===== config.mk =====
export PLATFORM = sky130hd
export DESIGN_NAME = pipe_hazard_ctrl
export DESIGN_NICKNAME = d
export VERILOG_FILES = /design/src/rtl/pipe_hazard_ctrl.sv
export SDC_FILE = /design/constraint.sdc
export NUM_CORES = 1
export LEC_CHECK = 0
export ABC_CLOCK_PERIOD_IN_PS = 3900
export CORE_ASPECT_RATIO = 1.4
export CORE_MARGIN = 3
export CORE_UTILIZATION = 40
export CTS_BUF_LIST = sky130_fd_sc_hd__clkbuf_16
export DETAILED_ROUTE_END_ITERATION = 10
export PLACE_DENSITY = 0.76
export REMOVE_ABC_BUFFERS = 1
export SLEW_MARGIN = 20
export SYNTH_ARGS = -nofsm -noshare
export SYNTH_HDL_FRONTEND = slang
export SYNTH_SLANG_ARGS = --single-unit

===== constraint.sdc =====
create_clock -name clk -period 3.9 [get_ports clk]
set_input_delay 1.17 -clock clk [delete_from_list [all_inputs] [get_ports clk]]
set_output_delay 1.17 -clock clk [all_outputs]
set_load 0.05 [all_outputs]

===== src/rtl/pipe_hazard_ctrl.sv =====
// ID/EX sequencing controller: load-use bubbles, IF/ID flush on taken branch,
// whole-pipeline freeze for multi-cycle data-memory accesses, and a lost-issue counter.
module pipe_hazard_ctrl #(
  parameter int unsigned MEM_LAT = 2,
  parameter int unsigned CNT_W   = 16
) (
  input  logic             clk,
  input  logic             rst_n,
  input  logic [4:0]       ifid_rs_i,
  input  logic [4:0]       ifid_rt_i,
  input  logic             ifid_uses_rt_i,
  input  logic             idex_memread_i,
  input  logic [4:0]       idex_rt_i,
  input  logic             branch_taken_i,
  input  logic             exmem_memreq_i,
  output logic             pc_write_o,
  output logic             ifid_write_o,
  output logic             ifid_flush_o,
  output logic             idex_bubble_o,
  output logic             freeze_o,
  output logic [CNT_W-1:0] stall_cnt_o,
  output logic [1:0]       state_o
);

  localparam int unsigned       WCNT_W    = 4;
  localparam bit                MULTI_CYC = (MEM_LAT > 1);
  localparam int unsigned       WLOAD_I   = MULTI_CYC ? MEM_LAT - 2 : 0;
  localparam logic [WCNT_W-1:0] WLOAD     = WCNT_W'(WLOAD_I);
  localparam logic [CNT_W-1:0]  CNT_MAX   = '1;

  typedef enum logic [1:0] {
    RUN      = 2'd0,
    MEM_WAIT = 2'd1
  } state_e;

  state_e              state_q;
  logic [WCNT_W-1:0]   wcnt_q;
  logic                freeze_c;
  logic                luse_c;

  // Freeze: the first access cycle is caught in RUN, the rest are counted down in MEM_WAIT.
  always_comb begin
    freeze_c = 1'b0;
    if (rst_n) begin
      if (state_q == RUN) freeze_c = exmem_memreq_i && MULTI_CYC;
      else                freeze_c = (wcnt_q != '0);
    end
  end

  assign luse_c = idex_memread_i && (idex_rt_i != 5'd0) &&
                  ((idex_rt_i == ifid_rs_i) || (ifid_uses_rt_i && (idex_rt_i == ifid_rt_i)));

  // Control outputs, priority freeze > load-use > branch; all inactive in reset.
  always_comb begin
    pc_write_o    = 1'b0;
    ifid_write_o  = 1'b0;
    ifid_flush_o  = 1'b0;
    idex_bubble_o = 1'b0;
    freeze_o      = freeze_c;
    if (rst_n && !freeze_c) begin
      if (luse_c) begin
        idex_bubble_o = 1'b1;
      end else begin
        pc_write_o   = 1'b1;
        ifid_write_o = 1'b1;
        ifid_flush_o = branch_taken_i;
      end
    end
  end

  always_ff @(posedge clk) begin
    if (!rst_n) begin
      state_q     <= RUN;
      wcnt_q      <= '0;
      stall_cnt_o <= '0;
    end else begin
      case (state_q)
        RUN: begin
          if (freeze_c) begin
            state_q <= MEM_WAIT;
            wcnt_q  <= WLOAD;
          end
        end
        MEM_WAIT: begin
          if (wcnt_q != '0) wcnt_q  <= wcnt_q - WCNT_W'(1);
          else              state_q <= RUN;
        end
        default: state_q <= RUN;
      endcase
      // Lost issue cycles saturate rather than wrap.
      if (!pc_write_o && (stall_cnt_o != CNT_MAX))
        stall_cnt_o <= stall_cnt_o + CNT_W'(1);
    end
  end

  assign state_o = state_q;

endmodule


## Word-level counts from Yosys, hierarchy flattened

Cells that the tools add are included.

| word-level totals | value |
|---|---|
| bits in registers | 22 |
| bits of input ports | 21 |

| operators by class | value |
|---|---|
| $add $sub $neg | 2 |
| equality and inequality tests | 7 |
| muxes and demuxes | 14 |
| reduce and logical (&&, ||, !) cells | 14 |

Operators by type and width:

| kind | count |
|---|---|
| adder 16 x 1 -> 16 bit (second input constant) | 1 |
| != test 16 bit (second input constant) | 1 |
| == test 5 bit | 2 |
| two-way mux 1 bit | 8 |
| two-way mux 4 bit | 2 |
| one-hot mux 4 bit (2 select lines) | 1 |
| != test 2 bit (second input constant) | 3 |
| logical AND 1 bit | 5 |
| nonzero test 5 bit | 1 |
| two-way mux 2 bit | 2 |
| one-hot mux 2 bit (2 select lines) | 1 |
| nonzero test 4 bit | 1 |
| subtractor 4 x 1 -> 4 bit (second input constant) | 1 |
| AND reduction 3 bit | 1 |
| == test 2 x 1 -> 1 bit (second input constant) | 1 |
| zero test 1 bit | 2 |
| zero test 2 bit | 1 |
| AND reduction 2 bit | 1 |
| nonzero test 2 bit | 1 |
| logical OR 1 bit | 1 |

## Depth between registers and ports, before layout

| logic depth | value |
|---|---|
| depth in word-level cells | 8 |
| mapped depth | 9 |

## Least setup slack after synthesis

OpenSTA, ideal clock, no wires.

| timing | value |
|---|---|
| path kind | input to output |
| from | input idex_rt_i[1] |
| to | output ifid_flush_o |
| arrival | 2826 ps |
| required time | 2730 ps |
| path slack | -96 ps |
| stages on the path | 5 |
| path buffers | 1 |
| path through | or4_1 o21a_1 a21oi_4 buf_4 and2_1 |

| on the way | value |
|---|---|
| word-level cells in the longest chain between the ends | 6 |

RTL lines:

| what | line | RTL |
|---|---|---|
| start: declaration | 13 | `input logic [4:0] idex_rt_i,` |
| == test 5 bit | 51 | `((idex_rt_i == ifid_rs_i) \|\| (ifid_uses_rt_i && (idex_rt_i == ifid_rt_i)));` |
| logical AND 1 bit | 51 |  |
| logical OR 1 bit | 51 |  |
| logical AND 1 bit (*) | 50 | `assign luse_c = idex_memread_i && (idex_rt_i != 5'd0) &&` |
| two-way mux 1 bit (*) | 61 | `if (luse_c) begin` |
| two-way mux 1 bit (*) | 60 | `if (rst_n && !freeze_c) begin` |
| end: declaration | 18 | `output logic ifid_flush_o,` |

Mark *: on every way between the ends. The rest lies on a longest branch, timed or not.

## Final worst setup path

| timing | value |
|---|---|
| from | input idex_rt_i[3] |
| to | output ifid_flush_o |

The elaborated chain is that of the path after synthesis.

==> results.toml <==
[run_status]
status = "finished, final reports clean"

[critical_path]
reg2reg_to = "stall_cnt_o[3]$_SDFFE_PN0P_"
cp_slowest_cell = "clkdlybuf4s50_1"
required_ns = 2.73
worstSetupEndpoint = "ifid_flush_o"
path_buf_inv = 2
worstPathCellList = "clkdlybuf4s50_1 > or4_1 > o21a_1 > a21oi_4 > and2_4 > buf_12"
start_kind = "input pin"
arrival_ns = 2.69
end_kind = "output pin"
ff2ff_path_depth = 10
path_delay_family = "simple AND/OR/NAND/NOR gates"
r2r-start = "wcnt_q[0]$_SDFFE_PN0P_"
crit_fanout = 2
r2r_slack_ns = 1.61
slowest_delay_ns = 0.42
critical_path_class = "input pin to output pin"
cp-startpoint = "idex_rt_i[3]"
cp.depth = 6

[global_routing]
grt_pass1_wl_mm = 5.42
antenna_found_initial = 0
grt_max_degree = 27
grtUsageTotal_pct = 18.0
grt_pass1_vias = 1287
grt-ovfl-total = 0

[synth]
synth_edf_count = 0
synth_cells = 155
synth_area_um2 = 1300
synth-seq-cells = 21
yosys-top-cells-area = "dfxtp_1 32%, xnor2_1 6.8%, mux2i_1 5.4%"
synthFlopType = "dfxtp_1"
syn_avg_cell_area_um2 = 8.37
yosysSeqAreaShare_pct = 32.4
synthArstFlopShare_pct = 0
synth_top_cell_by_area = "dfxtp_1"
ys_types = 39
yosysWarnings = 0
yosysTopAreaCellShare_pct = 32.4

[power_and_ir_drop]
peakVddDrop_mv = 0.250
pwr-share-seq_pct = 40.7
cellPowerDensity_nw_per_um2 = 290
clock_power_share_pct = 38.9
p_leak_nw = 0.646
power.internal_mw = 0.409
switching_power_mw = 0.138
pwr-share-comb_pct = 20.4
p_total_mw = 0.547
swShare_pct = 25.2

[clocking]
clockBufferDepth = 2
clock_latency_ns = 0.25
path_clk_slew_ns = 0.05
cts-buffers-inserted = 3
cts-root-buf = "clkbuf_16"
cts.htree.levels = 1
cts_sinks = 21
tritoncts = "yes"

[routing]
vias_per_cell = 5.49
wirelength_mm = 3.31
firstDrtPassIters = 4
first_iter_violations = 17
vias = 1291
drtAntennaViolNets = 0
drc_errors = 0
routedWlPerCell_um = 14.1

[sta]
finClkSkew_ns = 0.00395
finalCritPeriodShare_pct = 99.0
hold_viol_final = 0
worst_slew_pin_slew_ns = 0.856
hold_slack_ns = 0.500
period_minus_slack_ns = 3.86
slew_violations = 0
rsz0062_at_grt = "no"
max_freq_mhz = 259
maxSlewHeadroom_pct = 42.7
setup-tns-final_ns = 0
finalSetupViolations = 0
worst_slack_ns = 0.0382

[final_layout]
num_antenna_cells = 0
mostFrequentLayoutCells = "34 x clkdlybuf4s50_1, 21 x dfxtp_1, 18 x nand2_1"
final_common_cell = "clkdlybuf4s50_1"
fill_cells = 272
fin_area_um2 = 1880
layout-drive-gt1-share_pct = 9.60
nets = 222
area_growth_pct = 45.1

[die]
fp.dieW_um = 54.1
die_height_um = 73.4
start_util_pct = 43.4
coreArea_um2 = 2990
rows = 23
pin_count = 44
dieArea_um2 = 3970

[placed_design]
place_area_um2 = 1800
gp_congestion = 0.710
place_ws_ns = -0.142
port_buffers = 42
hpwl_mm = 2.54

[worst_hold_path]
hold_path_class = "flip-flop to flip-flop"

[flow_run]
max_cap_violations = 0
==> power by group through the flow <==
stage	clock, mW	sequential [mW]	combinational [mW]
floorplan	0	0.238	0.0435
detailed placement	0	0.227	0.112
CTS	0.216	0.223	0.113
global placement	0	0.227	0.110
global route	0.226	0.223	0.118
finish	0.213	0.223	0.111
==> cells by family (layout without fill, tap and decap cells) <==
| group | after synthesis | count (layout) | synth area share, % |
|---|---|---|---|
| xor gates and xnor gates | 11 | 11 | 7.43 |
| AOI/OAI and AO/OA | 27 | 27 | 15.3 |
| buffers and inverters | 12 | 55 | 5.01 |
| adders and majority gates | 2 | 2 | 1.93 |
| DFF | 21 | 21 | 32.4 |
| and+or+nand+nor | 74 | 74 | 32.2 |
| other | 1 | 1 | 0.289 |
| muxes | 7 | 7 | 5.40 |
==> layout make-up <==
cell class | count | area, µm² | area share [%]
clock buffers | 3 | 75.1 | 3.99
clock inverters | 1 | 3.75 | 0.199
inverters | 4 | 15.0 | 0.797
multi-input cells | 122 | 815 | 43.3
flip-flops and latches | 21 | 420 | 22.3
well taps | 37 | 46.3 | 2.46
repair buffers | 47 | 508 | 27.0
==> synthesized netlist by cell type, drive strengths merged, types with 5 or more instances <==
library cell,count
xnor2,10
a21oi,5
or4,6
nand2b,8
o31ai,6
nor2,5
nor4,6
nand3,9
mux2i,7
a21boi,6
nor2b,5
nand2,18
dfxtp,21
buf,5
==> what timing repair did <==
item,in CTS,in global routing
hold buffers,0,0
resized for setup,5,0
setup buffers,0,0
pin swaps,4,1
hold endpoints to repair,0,0
endpoints found under the setup margin,3,1
==> per-layer routing <==
metal | vias up | GRT usage (%) | part of all wire, %
li1 | 643 | - | -
met1 | 605 | 19.4 | 39
met2 | 39 | 32.1 | 52
met3 | 4 | 4.46 | 7.8
met4 | 0 | 7.48 | 1.2
met5 | - | 0 | 0
==> per-stage QoR <==
step	cells	util (%)
CTS	235	62.9
detailed placement	231	60.2
floorplan	147	-
global route	235	62.9
global placement	231	60.2
finish	235	62.9
==> worst reg2reg max path: cells and delay by family (launching register included) <==
kind	cells	cell delay, ns
fa+ha+maj	1	0.22
simple gates	3	0.81
compound gates	3	0.42
flops	1	0.36
buf+inv	3	0.40
==> state kept, by name, summed over array words and instances, names as in the netlist <==
register and count:
wcnt_q 4, state_o 1, stall_cnt_o 16
==> worst min-delay path by stage <==
stage	start	end	slack (ns)	cells past startpoint
after CTS	stall_cnt_o[9]$_SDFFE_PN0P_	stall_cnt_o[9]$_SDFFE_PN0P_	0.50	2
after global placement	stall_cnt_o[9]$_SDFFE_PN0P_	stall_cnt_o[9]$_SDFFE_PN0P_	0.48	2
after detailed placement	stall_cnt_o[9]$_SDFFE_PN0P_	stall_cnt_o[9]$_SDFFE_PN0P_	0.49	2
after global routing	stall_cnt_o[9]$_SDFFE_PN0P_	stall_cnt_o[9]$_SDFFE_PN0P_	0.52	2
final	stall_cnt_o[9]$_SDFFE_PN0P_	stall_cnt_o[9]$_SDFFE_PN0P_	0.50	2
after floorplan	wcnt_q[1]$_SDFFE_PN0P_	wcnt_q[1]$_SDFFE_PN0P_	0.50	2
(Power assumes the default switching activity.)
